--- src/rtl/keycode_note_decoder.sv ---
// keycode_note_decoder: turns a stream of PS/2 set-2 scan bytes into a
// monophonic note selection with last-pressed priority. It outputs the speaker
// half-period count, a note-active flag, the note index, and an error pulse for
// malformed prefix sequences.
// Optional feature macro: OCTAVE_SHIFT_EN. When it is defined, Z (1A) and
// X (22) shift the octave down or up within -1..+1.
module keycode_note_decoder #(
    parameter int COUNT_W  = 20,
    parameter int NUM_KEYS = 8
) (
    input  logic               clk,
    input  logic               rst,
    input  logic               key_valid,
    input  logic [7:0]         key_byte,
    output logic [COUNT_W-1:0] half_period,
    output logic               note_on,
    output logic [2:0]         note_idx,
    output logic               key_err
);

    typedef enum logic [1:0] {IDLE, BRK, EXT, EXT_BRK} state_t;

    localparam logic [7:0] BREAK_PREFIX = 8'hF0;
    localparam logic [7:0] EXT_PREFIX   = 8'hE0;

    // Scan codes for note keys, index 0 (C4) in the low byte.
    localparam logic [8*8-1:0] KEY_CODES = {8'h42, 8'h3B, 8'h33, 8'h34,
                                            8'h2B, 8'h23, 8'h1B, 8'h1C};

    state_t              state_reg, state_next;
    logic [NUM_KEYS-1:0] mask_reg, mask_next;
    logic [2:0]          idx_next;
    logic                on_next;
    logic [COUNT_W-1:0]  hp_next;
    logic                err_next;
    logic                make_ev, brk_ev;
    logic [NUM_KEYS-1:0] key_match;
    logic                key_mapped;
    logic [2:0]          key_idx;
    logic                is_prefix;

`ifdef OCTAVE_SHIFT_EN
    // Octave offset encoding: 2'b00 = 0, 2'b01 = +1 (higher pitch), 2'b11 = -1.
    logic [1:0] oct_reg, oct_next;
`endif

    // One comparator per note key.
    genvar gi;
    generate
        for (gi = 0; gi < NUM_KEYS; gi++) begin : g_match
            assign key_match[gi] = (key_byte == KEY_CODES[gi*8 +: 8]);
        end
    endgenerate

    assign key_mapped = |key_match;
    assign is_prefix  = (key_byte == BREAK_PREFIX) || (key_byte == EXT_PREFIX);

    // Base half-period table, in clk cycles at 100 MHz.
    function automatic logic [COUNT_W-1:0] base_hp(input logic [2:0] idx);
        logic [COUNT_W-1:0] hp;
        case (idx)
            3'd0:    hp = COUNT_W'(191109);
            3'd1:    hp = COUNT_W'(170265);
            3'd2:    hp = COUNT_W'(151685);
            3'd3:    hp = COUNT_W'(143172);
            3'd4:    hp = COUNT_W'(127550);
            3'd5:    hp = COUNT_W'(113636);
            3'd6:    hp = COUNT_W'(101238);
            default: hp = COUNT_W'(95556);
        endcase
        return hp;
    endfunction

    // Index of the highest set bit of a held-key mask.
    function automatic logic [2:0] highest_held(input logic [NUM_KEYS-1:0] m);
        logic [2:0] h;
        h = 3'd0;
        for (int i = 0; i < NUM_KEYS; i++) begin
            if (m[i]) h = 3'(i);
        end
        return h;
    endfunction

    // Encode the one-hot key match into a note index.
    always_comb begin
        key_idx = 3'd0;
        for (int i = 0; i < NUM_KEYS; i++) begin
            if (key_match[i]) key_idx = 3'(i);
        end
    end

    // Prefix decoder, held-key mask update and note selection.
    always_comb begin
        state_next = state_reg;
        mask_next  = mask_reg;
        idx_next   = note_idx;
        err_next   = 1'b0;
        make_ev    = 1'b0;
        brk_ev     = 1'b0;
`ifdef OCTAVE_SHIFT_EN
        oct_next   = oct_reg;
`endif
        if (key_valid) begin
            case (state_reg)
                IDLE: begin
                    if (key_byte == BREAK_PREFIX)    state_next = BRK;
                    else if (key_byte == EXT_PREFIX) state_next = EXT;
                    else if (key_mapped)             make_ev    = 1'b1;
`ifdef OCTAVE_SHIFT_EN
                    else if (key_byte == 8'h1A) begin
                        if (oct_reg == 2'b01)      oct_next = 2'b00;
                        else if (oct_reg == 2'b00) oct_next = 2'b11;
                    end else if (key_byte == 8'h22) begin
                        if (oct_reg == 2'b11)      oct_next = 2'b00;
                        else if (oct_reg == 2'b00) oct_next = 2'b01;
                    end
`endif
                end
                BRK: begin
                    state_next = IDLE;
                    if (is_prefix)       err_next = 1'b1;
                    else if (key_mapped) brk_ev   = 1'b1;
                end
                EXT: begin
                    if (key_byte == BREAK_PREFIX) begin
                        state_next = EXT_BRK;
                    end else begin
                        state_next = IDLE;
                        if (key_byte == EXT_PREFIX) err_next = 1'b1;
                    end
                end
                default: begin
                    state_next = IDLE;
                    if (is_prefix) err_next = 1'b1;
                end
            endcase
        end

        // A repeated make of a held key changes nothing.
        if (make_ev && !mask_reg[key_idx]) begin
            mask_next[key_idx] = 1'b1;
            idx_next           = key_idx;
        end
        // Releasing the sounding key falls back to the highest held key.
        // When the mask empties, the index holds its last value.
        if (brk_ev && mask_reg[key_idx]) begin
            mask_next[key_idx] = 1'b0;
            if (key_idx == note_idx && |mask_next) begin
                idx_next = highest_held(mask_next);
            end
        end

        on_next = |mask_next;
        hp_next = '0;
        if (on_next) begin
`ifdef OCTAVE_SHIFT_EN
            case (oct_next)
                2'b11:   hp_next = base_hp(idx_next) << 1;
                2'b01:   hp_next = base_hp(idx_next) >> 1;
                default: hp_next = base_hp(idx_next);
            endcase
`else
            hp_next = base_hp(idx_next);
`endif
        end
    end

    // State, mask and registered outputs.
    always_ff @(posedge clk or posedge rst) begin
        if (rst) begin
            state_reg   <= IDLE;
            mask_reg    <= '0;
            note_on     <= 1'b0;
            note_idx    <= 3'd0;
            half_period <= '0;
            key_err     <= 1'b0;
        end else begin
            state_reg   <= state_next;
            mask_reg    <= mask_next;
            note_on     <= on_next;
            note_idx    <= idx_next;
            half_period <= hp_next;
            key_err     <= err_next;
        end
    end

`ifdef OCTAVE_SHIFT_EN
    // Octave offset register.
    always_ff @(posedge clk or posedge rst) begin
        if (rst) oct_reg <= 2'b00;
        else     oct_reg <= oct_next;
    end
`endif

endmodule

--- config.mk ---
export PLATFORM = sky130hd
export DESIGN_NAME = keycode_note_decoder
export DESIGN_NICKNAME = d
export VERILOG_FILES = /design/src/rtl/keycode_note_decoder.sv
export SDC_FILE = /design/constraint.sdc
export NUM_CORES = 1
export LEC_CHECK = 0
export ABC_AREA = 1
export CORE_MARGIN = 10
export CORE_UTILIZATION = 45
export CTS_CLUSTER_DIAMETER = 80
export DETAILED_ROUTE_END_ITERATION = 8
export PLACE_DENSITY = 0.69
export SLEW_MARGIN = 30
export SYNTH_ARGS = -nofsm -noshare
export SYNTH_HDL_FRONTEND = slang
export SYNTH_SLANG_ARGS = --single-unit
--- constraint.sdc ---
create_clock -name clk -period 3.1 [get_ports clk]
set_clock_uncertainty 0.15 [all_clocks]
set_input_delay 0.62 -clock clk [delete_from_list [all_inputs] [get_ports clk]]
set_output_delay 0.62 -clock clk [all_outputs]
set_load 0.03 [all_outputs]
==> impl_metrics.json <==
{
  "clock_power_share_pct": 27.6,
  "finalWirelength_um": 5830,
  "fin_tns_setup_ns": 0,
  "rsz0062_at_grt": "no",
  "met1_usage_pct": 18.0,
  "hold_viol": 0,
  "grtUsageTotal_pct": 15.2,
  "yosysSeqAreaShare_pct": 38.8,
  "cts_tree": "done",
  "nets": 395,
  "clk_pin_slew_ns": 0.06,
  "clock_latency_ns": 0.28,
  "total_leakage_power_nw": 1.79,
  "fp-row-count": 24,
  "die_w_um": 88.8,
  "period_minus_slack_ns": 2.81,
  "place_ws_ns": -0.358,
  "use_met3_pct": 5.61,
  "yosysTopAreaCell": "dfrtp_1",
  "gp_congestion": 0.877,
  "drc": 0,
  "grt_pass1_vias": 2084,
  "path_max_fanout": 7,
  "largest_register_ffs": 18,
  "synth-async-reset-ratio_pct": 100,
  "drive_gt1_share_pct": 35.6,
  "final_area_um2": 3210,
  "crit_arrival_ns": 2.83,
  "diodes": 0,
  "grt_use_met2_pct": 25.0,
  "synth_cell_type_count": 31,
  "boundaryPins": 36,
  "hpwlAfterDp_um": 4330,
  "synth_area_um2": 2130,
  "p_comb_share_pct": 36.7,
  "avgSynthCellArea_um2": 7.32,
  "io_buffers": 33,
  "power-per-cell-area_nw_per_um2": 464,
  "grt_pass1_wl_um": 9490,
  "initial_core_util_pct": 47.6,
  "synth_top_area_share_pct": 38.8,
  "worstPathRequired_ns": 3.12,
  "cts-htree-levels": 2,
  "power_switching_mw": 0.509,
  "status": "finished clean",
  "root_buffer": "clkbuf_8",
  "timing.final.crit_share_pct": 90.7,
  "vias": 2132,
  "syn2layout_area_growth_pct": 50.6,
  "clk_path_buf_depth": 2,
  "synthesis.instances": 291,
  "fmax_mhz": 356,
  "wl_per_cell_um": 13.3,
  "end_kind": "flip-flop",
  "ys.flop_type": "dfrtp_1",
  "yosysMostFrequentCell": "nand2_1",
  "switching_share_pct": 34.2,
  "via_per_inst": 4.88,
  "die_h_um": 88.8,
  "core_um2": 4470,
  "cts_hold_buf": 0,
  "grt_max_degree": 34,
  "yosysWarnings": 0,
  "seq_area_um2": 826,
  "irDropWorstVdd_v": 0.000313,
  "grt.busiest_layer": "met2",
  "slew_viol_final": 0,
  "synth_seq_cells": 33,
  "cp-start-kind": "primary input",
  "finalWorstSetupSlack_ns": 0.290,
  "cts_buffers": 5,
  "gr-total-overflow": 0,
  "ant_nets": 0,
  "antenna_found_initial": 0,
  "drtPass1Iterations": 4,
  "drtIter0Drc": 116,
  "seqPwrFrac_pct": 35.7,
  "multi_input_area_um2": 1220,
  "synth-edff-count": 0,
  "clock_sinks": 33,
  "ys_top_cells_by_area": "dfrtp_1 39%, nand2_1 14%, inv_1 7.6%, nor2_1 6.5%, nand2_4 4.2%",
  "holdCritPathClass": "flip-flop to flip-flop",
  "power.total_mw": 1.49,
  "nFillCells": 332,
  "ys_top_cells_by_count": "78 x nand2_1, 43 x inv_1, 37 x nor2_1, 33 x dfrtp_1, 13 x nand2_2",
  "setup_viol": 0,
  "intPower_mw": 0.979,
  "worstSetupPathType": "primary input to flip-flop",
  "place_area_um2": 2880,
  "die-area_um2": 7880,
  "timing.max_cap.violations": 0
}
worst paths after layout:
path / depth (start not counted) / start / to / slack, ns
min: 2 / state_reg[0] / key_err / 0.44
max in group asynchronous: 3 / rst / note_idx[1] / 1.93
min reg2reg: 2 / state_reg[0] / key_err / 0.44
max: 20 / key_byte[2] / half_period[12] / 0.29
min in group asynchronous: 3 / rst / mask_reg[2] / 0.57
max reg2reg: 12 / state_reg[1] / half_period[12] / 0.93
logic make-up (layout without fill, tap and decap cells):
| logic type | Yosys count | in the layout | share of synthesized area [%] |
|---|---|---|---|
| compound gates | 26 | 26 | 7.46 |
| xor+xnor | 1 | 1 | 0.411 |
| buf+inv | 54 | 147 | 10.5 |
| flops | 33 | 33 | 38.8 |
| other cells | 1 | 2 | 0.176 |
| simple gates | 176 | 176 | 42.7 |
critical path: stages:
cell and delay [ns]:
dlymetal6s2s_1 0.16, inv_2 0.11, nand2_1 0.09, nor2_4 0.20
nand2_4 0.10, nand4_4 0.16, nand2_1 0.11, nand3_1 0.09
nand2_1 0.08, nand2_2 0.12, nand2_2 0.09, buf_4 0.14
nand3_2 0.11, nand3_2 0.12, nand2_4 0.14, buf_4 0.12
buf_4 0.08, nand3_1 0.06, nand2_1 0.07, nor2_1 0.04
metal layers:
layer  part of all wire (%)  vias up
met1                     42      976
met4                    1.3        0
met3                    7.0        8
li1                       -     1087
met5                      0        -
met2                     50       61
power groups by stage:
stage	Combinational, mW	Clock, mW	Sequential (mW)
floorplan	0.221	0	0.630
global placement	0.516	0	0.542
detailed placement	0.525	0	0.539
CTS	0.529	0.421	0.532
global route	0.599	0.440	0.540
finish	0.545	0.411	0.531
cell usage in the layout, fill, tap and decap left out, drive strengths merged:
cell / count
clkbuf: 7
inv: 51
conb: 2
nor4: 2
a31oi: 1
nand3: 17
o221ai: 1
buf: 55
a21boi: 1
dlymetal6s2s: 8
dfrtp: 33
nor3: 3
nor2: 48
nand4: 7
clkdlybuf4s50: 25
a21oi: 6
o21ai: 16
nand2: 99
o21bai: 1
xor2: 1
bufinv: 1
layout make-up:
class | instances | share of cell area (%)
tap | 52 | 2.03
inverter | 51 | 6.20
sequential | 33 | 25.7
clock inverter | 1 | 0.936
multi-input combinational | 205 | 38.1
clock buffer | 7 | 2.69
timing repair buffer | 88 | 24.3
what timing repair did:
action | CTS | global route
pin swaps | 1 | 19
buffers inserted | 1 | 4
resized for setup | 6 | 45
setup endpoints to repair | 13 | 20
hold endpoints to repair | 0 | 0
metrics by stage:
stage | hold slack (ns) | utilization [%] | instances
final | 0.438 | 71.7 | 437
after global routing | 0.504 | 71.7 | 437
after CTS | 0.439 | 67.4 | 433
after detailed placement | 0.428 | 64.3 | 424
after global placement | 0.424 | 64.3 | 424
after floorplan | 0.401 | - | 292
(Power assumes the default switching activity.)
